==> config.mk <==
export PLATFORM = sky130hd
export DESIGN_NAME = mult_arbiter
export DESIGN_NICKNAME = d
export VERILOG_FILES = /design/src/rtl/mult_arbiter_pkg.sv /design/src/rtl/mult_arbiter_rr_grant.sv /design/src/rtl/mult_arbiter.sv
export SDC_FILE = /design/constraint.sdc
export NUM_CORES = 1
export LEC_CHECK = 0
export BUFFER_PORTS_ARGS = -buffer_cell sky130_fd_sc_hd__buf_2
export CAP_MARGIN = 20
export CORE_MARGIN = 3
export CORE_UTILIZATION = 45
export DETAILED_ROUTE_END_ITERATION = 12
export PLACE_DENSITY = 0.8
export SETUP_SLACK_MARGIN = 0.3
export SLEW_MARGIN = 10
export SYNTH_ARGS = -nofsm -noshare
export SYNTH_HDL_FRONTEND = slang
export SYNTH_SLANG_ARGS = --single-unit
==> constraint.sdc <==
create_clock -name clk -period 6.2 [get_ports clk]
set_clock_uncertainty 0.15 [all_clocks]
set_input_delay 0 -clock clk [delete_from_list [all_inputs] [get_ports clk]]
set_output_delay 0 -clock clk [all_outputs]
set_load 0.02 [all_outputs]
==> src/rtl/mult_arbiter_pkg.sv <==
// Shared types and constants for the round-robin multiplier arbiter.
package mult_arbiter_pkg;

  typedef enum logic [1:0] {
    IDLE  = 2'd0,
    RUN   = 2'd1,
    DRAIN = 2'd2
  } state_t;

  localparam int DEF_WIDTH_A  = 10;
  localparam int DEF_WIDTH_B  = 8;
  localparam int DEF_NUM_REQ  = 4;
  localparam int DEF_MULT_LAT = 1;
  localparam int CNT_W        = 16;

  // Saturating increment: a full counter stays pinned at all-ones.
  function automatic logic [CNT_W-1:0] sat_inc(input logic [CNT_W-1:0] v);
    return (&v) ? v : v + 1'b1;
  endfunction

endpackage

==> src/rtl/mult_arbiter_rr_grant.sv <==
// Round-robin one-hot grant: search begins one past the previous winner.
module rr_grant #(
  parameter int NUM_REQ = 4
) (
  input  logic [NUM_REQ-1:0]         req,
  input  logic [$clog2(NUM_REQ)-1:0] last_grant,
  output logic [NUM_REQ-1:0]         grant
);

  localparam int IDX_W = $clog2(NUM_REQ);

  logic [IDX_W-1:0] pos;
  logic             found;

  always_comb begin
    grant = '0;
    found = 1'b0;
    pos   = '0;
    for (int k = 1; k <= NUM_REQ; k++) begin
      pos = IDX_W'((int'(last_grant) + k) % NUM_REQ);
      if (!found && req[pos]) begin
        grant[pos] = 1'b1;
        found      = 1'b1;
      end
    end
  end

endmodule

==> src/rtl/mult_arbiter.sv <==
// Shares one external multiplier among NUM_REQ requesters with round-robin grants.
// Optional per-requester transfer counters on grant_cnt when MULT_ARBITER_STATS_EN is defined.
module mult_arbiter
  import mult_arbiter_pkg::*;
#(
  parameter int WIDTH_A  = DEF_WIDTH_A,
  parameter int WIDTH_B  = DEF_WIDTH_B,
  parameter int NUM_REQ  = DEF_NUM_REQ,
  parameter int MULT_LAT = DEF_MULT_LAT
) (
  input  logic                          clk,
  input  logic                          rst,
  input  logic                          en,
  input  logic [NUM_REQ-1:0]            req_valid,
  output logic [NUM_REQ-1:0]            req_ready,
  input  logic [NUM_REQ*WIDTH_A-1:0]    req_a,
  input  logic [NUM_REQ*WIDTH_B-1:0]    req_b,
  output logic                          mult_valid,
  output logic [WIDTH_A-1:0]            mult_a,
  output logic [WIDTH_B-1:0]            mult_b,
  input  logic [WIDTH_A+WIDTH_B-1:0]    mult_c,
  output logic [NUM_REQ-1:0]            rsp_valid,
  output logic [WIDTH_A+WIDTH_B-1:0]    rsp_c,
  output logic                          busy
`ifdef MULT_ARBITER_STATS_EN
  ,
  output logic [NUM_REQ*CNT_W-1:0]      grant_cnt
`endif
);

  // state | meaning
  // IDLE  | no grants, nothing in flight
  // RUN   | granting one requester per cycle
  // DRAIN | grants stopped, waiting for in-flight products

  localparam int IDX_W = $clog2(NUM_REQ);

  state_t           state;
  logic [IDX_W-1:0] last_grant;
  logic [NUM_REQ-1:0] grant;
  logic             transfer;
  logic [IDX_W-1:0] grant_idx;
  logic [WIDTH_A-1:0] sel_a;
  logic [WIDTH_B-1:0] sel_b;
  logic [MULT_LAT:0]  tag_vld;
  logic [IDX_W-1:0]   tag_idx [MULT_LAT+1];
  logic               in_flight;

  rr_grant #(.NUM_REQ(NUM_REQ)) u_rr_grant (
    .req        (req_valid),
    .last_grant (last_grant),
    .grant      (grant)
  );

  assign req_ready  = (state == RUN) ? grant : '0;
  assign transfer   = |(req_valid & req_ready);
  assign in_flight  = |tag_vld;
  assign busy       = (state != IDLE) | in_flight;
  // Stage 0 of the tag pipeline is exactly the operand-valid cycle.
  assign mult_valid = tag_vld[0];

  always_comb begin
    grant_idx = '0;
    sel_a     = '0;
    sel_b     = '0;
    for (int i = 0; i < NUM_REQ; i++) begin
      if (grant[i]) begin
        grant_idx = IDX_W'(i);
        sel_a     = req_a[i*WIDTH_A +: WIDTH_A];
        sel_b     = req_b[i*WIDTH_B +: WIDTH_B];
      end
    end
  end

  always_ff @(posedge clk or posedge rst) begin
    if (rst) begin
      state      <= IDLE;
      last_grant <= IDX_W'(NUM_REQ - 1);
      mult_a     <= '0;
      mult_b     <= '0;
      tag_vld    <= '0;
      for (int k = 0; k <= MULT_LAT; k++) tag_idx[k] <= '0;
      rsp_valid  <= '0;
      rsp_c      <= '0;
    end else begin
      case (state)
        IDLE:    if (en) state <= RUN;
        RUN:     if (!en) state <= DRAIN;
        DRAIN: begin
          if (en)             state <= RUN;
          else if (!in_flight) state <= IDLE;
        end
        default: state <= IDLE;
      endcase

      if (transfer) begin
        mult_a     <= sel_a;
        mult_b     <= sel_b;
        last_grant <= grant_idx;
      end

      tag_vld[0] <= transfer;
      tag_idx[0] <= grant_idx;
      for (int k = 1; k <= MULT_LAT; k++) begin
        tag_vld[k] <= tag_vld[k-1];
        tag_idx[k] <= tag_idx[k-1];
      end

      // Last tag stage lines up with a valid mult_c; rsp_c holds otherwise.
      rsp_valid <= '0;
      if (tag_vld[MULT_LAT]) begin
        rsp_valid[tag_idx[MULT_LAT]] <= 1'b1;
        rsp_c                        <= mult_c;
      end
    end
  end

`ifdef MULT_ARBITER_STATS_EN
  logic [CNT_W-1:0] cnt [NUM_REQ];

  always_ff @(posedge clk or posedge rst) begin
    if (rst) begin
      for (int k = 0; k < NUM_REQ; k++) cnt[k] <= '0;
    end else if (transfer) begin
      cnt[grant_idx] <= sat_inc(cnt[grant_idx]);
    end
  end

  always_comb begin
    grant_cnt = '0;
    for (int i = 0; i < NUM_REQ; i++) grant_cnt[i*CNT_W +: CNT_W] = cnt[i];
  end
`endif

endmodule

; After elaboration in Yosys (flattened, before gate mapping)
; Index checks and enable logic that the tools add are counted.
[word_totals]
register_bits = 50
n_memories = 0
in_bits = 97
mem_bits_ro = 0
latch_bits = 0
ram_bits = 0
[classes]
multipliers = 0
n_div = 0
n_addsub = 4
bitwise_logic = 5
shifts = 0
n_reduce_logical = 16
n_eq_ne = 5
mux = 43
n_lt_le_gt_ge = 10
[op_table]
columns = cell, count
row1 = 10-bit 2-to-1 mux, 4
row2 = 8-bit 2-to-1 mux, 4
row3 = 4-bit 2-to-1 mux, 6
row4 = 2-bit by 3-bit < comparator with 1-bit output (second input constant), 5
row5 = 1-bit 2-to-1 mux, 13
row6 = 2-bit 2-to-1 mux, 6
row7 = 4-bit OR, 3
row8 = 1-bit demux with 2-bit select, 5
row9 = 2-bit by 1-bit greater-or-equal comparator with 1-bit output (second input constant), 5
row10 = 1-bit binary-select mux with 2-bit select, 4
row11 = 1-bit logical AND, 8
row12 = 2-bit one-hot mux with 3 select lines, 1
row13 = 2-bit by 1-bit adder with 2-bit output (second input constant), 2
row14 = 2-bit adder (second input constant), 2
row15 = 4-bit AND, 1
row16 = 2-bit != test (second input constant), 2
row17 = 4-bit OR reduction, 1
row18 = 1-bit logical NOT, 3
row19 = 3-bit != test (second input constant), 1
row20 = 3-bit AND reduction, 1
row21 = 2-bit by 1-bit == test with 1-bit output (second input constant), 1
row22 = 2-bit == test (second input constant), 1
row23 = 2-bit logical NOT, 1
row24 = 2-bit nonzero test, 1
row25 = other kinds (2), 2

; Depth between registers and ports, before layout
[depth]
depth_word = 17
depth_mapped = 12
depth_no_buf = 9

; By module
; Synthesis repeated with hierarchy kept, for this count alone.
[hier_totals]
hier_cells = 262
hier_area_um2 = 2881.5
[by_module_without_submodules]
columns = mod, n_inst, cells_each, area_per_inst_um2
row1 = mult_arbiter, 1, 224, 2523.7
row2 = rr_grant, 1, 38, 357.8

; Worst setup path before layout
; OpenSTA, ideal clock, no wires.
[synth_path]
path_type = register to register
from = reg last_grant[0]
to = reg mult_a[0]
path_buffers = 2
path_stages_with_launch = 12
slack_ps = 3112
t_required_ps = 5955
synth_period_minus_slack_ps = 3088
arrival_ps = 2843
path_cell_list = dfstp_2 -> buf_6 -> inv_1 -> ha_1 -> mux4_2 -> nor4b_4 -> nand2_1 -> and2_4 -> nor3b_4 -> buf_6 -> a221oi_2 -> o31ai_1
[synth_between]
elab_chain_cells = 17
word_cells_on_any_way = 55
classes_between = add/sub: 4 / order compare: 8 / mux: 28 / bitwise: 4 / reduce/logical: 11
[synth_rtl]
columns = element, line_no
row1 = start: declaration, mult_arbiter.sv:39  ; logic [IDX_W-1:0] last_grant;
row2 = start signal: assignment, mult_arbiter.sv:78  ; last_grant <= IDX_W'(NUM_REQ - 1);
row3 = start signal: assignment, mult_arbiter.sv:99  ; last_grant <= grant_idx;
row4 = branches (longest 12 deep; another with 2-bit by 3-bit < comparator with 1-bit output), -
row5 = 4-bit 2-to-1 mux (*), mult_arbiter_rr_grant.sv:21  ; if (!found && req[pos]) begin
row6 = 10-bit 2-to-1 mux (4 in series), mult_arbiter.sv:67  ; if (grant[i]) begin
row7 = end signal: assignment, mult_arbiter.sv:97  ; mult_a <= sel_a;
row8 = end: declaration, mult_arbiter.sv:19  ; output logic [WIDTH_A-1:0] mult_a,
; Mark *: on every way between the ends. The select of a mux whose other input is x is not followed.
; A chain may end at the register's enable or synchronous reset.

; Final worst setup path
[layout_path]
from = reg last_grant[0]
to = reg mult_a[8]
; The elaborated chain is that of the path after synthesis.

==> report_table.html <==
<table>
<tr><th>Metric</th><th>Value</th></tr>
<tr><th colspan="2">Status</th></tr>
<tr><td>Status</td><td>complete, no violations</td></tr>
<tr><th colspan="2">Run</th></tr>
<tr><td>Number of max-cap violations</td><td>0</td></tr>
<tr><th colspan="2">Setup path</th></tr>
<tr><td>Arrival time of data at the critical path endpoint</td><td>4720 ps</td></tr>
<tr><td>Max incr delay on CP</td><td>870 ps</td></tr>
<tr><td>Worst Reg2Reg Path Length in Cells</td><td>10</td></tr>
<tr><td>Worst-case register-to-register setup slack</td><td>1570 ps</td></tr>
<tr><td>Cells along the critical path</td><td>inv_1, ha_1, mux4_2, a21oi_1, a2bb2oi_1, nand2_2, nor2_2, a221oi_1, o31ai_1, dlygate4sd3_1</td></tr>
<tr><td>Crit path capture type</td><td>flip-flop</td></tr>
<tr><td>Cell family contributing the most delay on the critical path</td><td>simple AND/OR/NAND/NOR gates</td></tr>
<tr><td>Data required time of the worst path</td><td>approximately 6300 ps</td></tr>
<tr><td>Critical path class</td><td>reg -&gt; reg</td></tr>
<tr><td>Reg-to-Reg End</td><td>mult_a[8]$_DFFE_PP0P_</td></tr>
<tr><td>Element type at the critical path start</td><td>flip-flop</td></tr>
<tr><td>Worst Path Buf+Inv</td><td>2</td></tr>
<tr><td>Master of the slowest instance on the critical path</td><td>sky130_fd_sc_hd__nor2_2</td></tr>
<tr><td>Highest fanout seen on the critical path</td><td>21</td></tr>
<tr><td>Source of the critical timing path</td><td>last_grant[0]$_DFFE_PP1P_</td></tr>
<tr><td>Source of the worst register-to-register timing path</td><td>last_grant[0]$_DFFE_PP1P_</td></tr>
<tr><th colspan="2">Pwr</th></tr>
<tr><td>Peak supply drop</td><td>roughly 400 uV</td></tr>
<tr><td>Static power due to leakage</td><td>2.17 nW</td></tr>
<tr><td>Total net switching power</td><td>1.11 mW</td></tr>
<tr><td>Fraction of power consumed by sequential logic</td><td>24.1%</td></tr>
<tr><td>Relative contribution of combinational cells to total power</td><td>between 60% and 70%</td></tr>
<tr><td>Clock share of power</td><td>7.7%</td></tr>
<tr><td>Total power per unit cell area</td><td>580 nW/um^2</td></tr>
<tr><td>Sw Share</td><td>45.8%</td></tr>
<tr><td>Cell-internal power</td><td>1.31 mW</td></tr>
<tr><th colspan="2">Final layout</th></tr>
<tr><td>Util after Layout</td><td>between 70 and 80%</td></tr>
<tr><td>Most common cell after layout, fill and taps aside</td><td>sky130_fd_sc_hd__buf_2</td></tr>
<tr><td>Total of fill cells in the finished design</td><td>423</td></tr>
<tr><td>Commonest cells after routing, fill and taps aside</td><td>sky130_fd_sc_hd__buf_2 (142), sky130_fd_sc_hd__dlygate4sd3_1 (56), sky130_fd_sc_hd__dfrtp_1 (48)</td></tr>
<tr><td>Area overhead of the layout relative to synthesis</td><td>50.6%</td></tr>
<tr><td>Number of nets in the layout</td><td>540</td></tr>
<tr><td>Ant. Diodes</td><td>0</td></tr>
<tr><td>Layout cells sized above 1</td><td>46.1%</td></tr>
<tr><th colspan="2">Yosys</th></tr>
<tr><td>Synth unique cells</td><td>40</td></tr>
<tr><td>Largest area contributor in the synthesized netlist</td><td>sky130_fd_sc_hd__dfrtp_1</td></tr>
<tr><td>Cells taking the most area after synthesis</td><td>sky130_fd_sc_hd__dfrtp_1 (43%), sky130_fd_sc_hd__mux2_2 (7.3%), sky130_fd_sc_hd__a221oi_2 (5.4%), sky130_fd_sc_hd__a21o_1 (4.9%), sky130_fd_sc_hd__ha_1 (3.6%)</td></tr>
<tr><td>Sequential-to-total area share from yosys stat</td><td>45.3%</td></tr>
<tr><td>Average footprint of a synthesized cell</td><td>approximately 11 sq um</td></tr>
<tr><td>Number of storage elements in the synthesis netlist</td><td>50</td></tr>
<tr><td>Synth warnings</td><td>0</td></tr>
<tr><td>Top cell type's share of synthesized area</td><td>43.4%</td></tr>
<tr><td>Syn Inst Count</td><td>243</td></tr>
<tr><td>Post-synthesis instance area</td><td>2770 sq um</td></tr>
<tr><td>Nets in the synthesized netlist</td><td>approximately 350</td></tr>
<tr><th colspan="2">STA</th></tr>
<tr><td>Final hold slack</td><td>approximately 13 ps</td></tr>
<tr><td>Post-route clock period utilization</td><td>74.7%</td></tr>
<tr><td>Max-Slew Margin vs Limit</td><td>33.2%</td></tr>
<tr><td>Final Hold Vio Count</td><td>0</td></tr>
<tr><td>Post-route setup TNS</td><td>0 ps</td></tr>
<tr><td>RSZ-0062 raised after global routing</td><td>false</td></tr>
<tr><td>Setup slack after layout</td><td>1570 ps</td></tr>
<tr><td>Slew at the pin closest to its max-slew limit</td><td>1000 ps</td></tr>
<tr><td>Fmax</td><td>216 MHz</td></tr>
<tr><td>Endpoints failing setup</td><td>0</td></tr>
<tr><td>Pins Over Slew Limit</td><td>0</td></tr>
<tr><td>Min cycle time layout</td><td>4630 ps</td></tr>
<tr><th colspan="2">Die</th></tr>
<tr><td>Core Footprint</td><td>5740 sq um</td></tr>
<tr><td>Die Outline Area</td><td>7130 sq um</td></tr>
<tr><td>Initial Util</td><td>between 40% and 50%</td></tr>
<tr><td>Site Rows</td><td>27</td></tr>
<tr><td># IOs</td><td>143</td></tr>
<tr><td>Die outline height</td><td>approximately 84 um</td></tr>
<tr><td>Horizontal die dimension</td><td>84.4 um</td></tr>
<tr><th colspan="2">Clocking</th></tr>
<tr><td>Maximum root-to-sink buffer count</td><td>2</td></tr>
<tr><td>Level count of the clock H-tree</td><td>2</td></tr>
<tr><td>TritonCTS buffer count</td><td>5</td></tr>
<tr><td>Clock tree from TritonCTS</td><td>done</td></tr>
<tr><td>Cell at the root of the clock tree</td><td>sky130_fd_sc_hd__clkbuf_8</td></tr>
<tr><td>Quantity of gates resized following cts</td><td>0</td></tr>
<tr><td>Clock transition at the registers of the reported paths</td><td>100 ps</td></tr>
<tr><td>Number of clock sinks seen by CTS</td><td>50</td></tr>
<tr><td>Later-pin clock latency in the skew report</td><td>300 ps</td></tr>
<tr><th colspan="2">Routing</th></tr>
<tr><td>Post-route ant nets</td><td>0</td></tr>
<tr><td>Wire length per cell after detailed routing</td><td>16.0 um</td></tr>
<tr><td>Via total after detailed routing</td><td>~2700</td></tr>
<tr><td>First DRT Iteration DRCs</td><td>just over 100</td></tr>
<tr><td>Detailed-routing iteration count for the pre-antenna-repair pass</td><td>4</td></tr>
<tr><td>Total DRC errors in the routed layout</td><td>0</td></tr>
<tr><td>WL final</td><td>8.15 mm</td></tr>
<tr><td>Vias per inst</td><td>5.34</td></tr>
<tr><th colspan="2">Global route</th></tr>
<tr><td>First-pass GRT wire length</td><td>about 13 mm</td></tr>
<tr><td>Pin count of the biggest net entering global routing</td><td>between 50 and 60</td></tr>
<tr><td>Overflow after GRT</td><td>0</td></tr>
<tr><td>GRT Overall Usage</td><td>a little under a quarter</td></tr>
<tr><td>Number of global-route vias before repair</td><td>a little under 3000</td></tr>
<tr><td>Initial antenna violation count</td><td>0</td></tr>
<tr><th colspan="2">Worst hold path</th></tr>
<tr><td>Class of the worst hold path</td><td>in -&gt; async</td></tr>
<tr><th colspan="2">Placed design</th></tr>
<tr><td>Port Buffer Count</td><td>142</td></tr>
<tr><td>Final GP Congestion</td><td>0.912</td></tr>
<tr><td>Placed wire-length estimate after detailed placement</td><td>approximately 5.5 mm</td></tr>
<tr><td>Placement-stage worst setup slack</td><td>2150 ps</td></tr>
</table>
==> tightest hold or removal path: cells and delay by family <==
family / cells / cell delay [ps]
buf+inv: 3 / 840
==> stage by stage <==
stage | instance area, sq um | instances | power, mW
2_1_floorplan | 2770 | 243 | 1.73
3_3_place_gp | 3500 | 443 | 2.01
3_5_place_dp | 3500 | 443 | 2.06
4_1_cts | 4150 | 507 | 2.41
5_1_grt | 4170 | 508 | 2.61
6_report | 4170 | 508 | 2.42
==> kinds of logic (layout without fill, tap and decap cells) <==
group | Yosys count | in the layout | share of synthesized area (%)
buf+inv | 22 | 215 | 4.16
fa+ha+maj | 8 | 8 | 3.62
simple gates | 68 | 68 | 12.4
compound gates | 73 | 73 | 23.8
flops | 50 | 50 | 45.3
mux | 22 | 22 | 10.7
==> how the worst max path moves through the flow <==
stage | end | slack (ps) | cells past startpoint
2_1_floorplan | mult_a[0]$_DFFE_PP0P_ | 3110 | 11
3_3_place_gp | mult_a[9]$_DFFE_PP0P_ | 2340 | 9
3_5_place_dp | mult_a[5]$_DFFE_PP0P_ | 2150 | 9
4_1_cts | mult_a[9]$_DFFE_PP0P_ | 1620 | 10
5_1_grt | mult_a[8]$_DFFE_PP0P_ | 1300 | 10
6_report | mult_a[8]$_DFFE_PP0P_ | 1570 | 10
==> registers in the layout, summed over array words and instances, names as in the netlist <==
| register | count |
|---|---|
| mult_a | 10 |
| mult_b | 8 |
| tag_vld | 2 |
| rsp_valid | 4 |
| rsp_c | 18 |
| last_grant | 2 |
| state | 2 |
| tag_idx | 4 |
==> cell type report <==
| type | instances | area [sq um] | share of cell area [%] |
|---|---|---|---|
| clock buffers | 5 | 68.8 | 1.65 |
| clock inverters | 3 | 21.3 | 0.510 |
| inverters | 7 | 26.3 | 0.630 |
| multi-input cells | 171 | 1410 | 33.8 |
| flip-flops and latches | 50 | 1250 | 30.1 |
| well taps | 72 | 90.1 | 2.16 |
| repair buffers | 200 | 1300 | 31.1 |
==> layer usage <==
metal  GRT usage (%)  up-vias  routed length (um)
met4            7.77        0                 139
met1            27.0     1276                3230
met3            5.20       15                 744
met5               0        -                   0
met2            40.5      142                4040
li1                -     1278                   -
==> power by group through the flow <==
stage,sequential [mW],combinational [mW],clock [mW]
2_1_floorplan,0.706,1.03,0
3_3_place_gp,0.574,1.44,0
3_5_place_dp,0.584,1.47,0
4_1_cts,0.579,1.64,0.196
5_1_grt,0.607,1.80,0.206
6_report,0.583,1.65,0.186
==> Yosys cell counts, drive strengths merged <==
master and number:
mux4 4, and3b 1, ha 8, a221oi 18
and3 2, nand3 2, inv 7, mux2 18
o21a 1, o21ai 1, o41ai 1, nand2b 1
clkbuf 6, dfrtp 48, o211ai 1, or4 1
dfstp 2, and2 2, nor3b 3, a21o 18
buf 9, nor4b 1, nor2b 3, a31oi 1
nor2 25, nand2 27, o31ai 18, a21boi 4
a21oi 7, a2bb2oi 3
==> what timing repair did <==
item                       CTS  global route
setup endpoints to repair    0             0
hold endpoints to repair    86             0
hold buffers                56             0
buffers inserted             0             0
No activity file was read; power rests on OpenSTA's default activity.
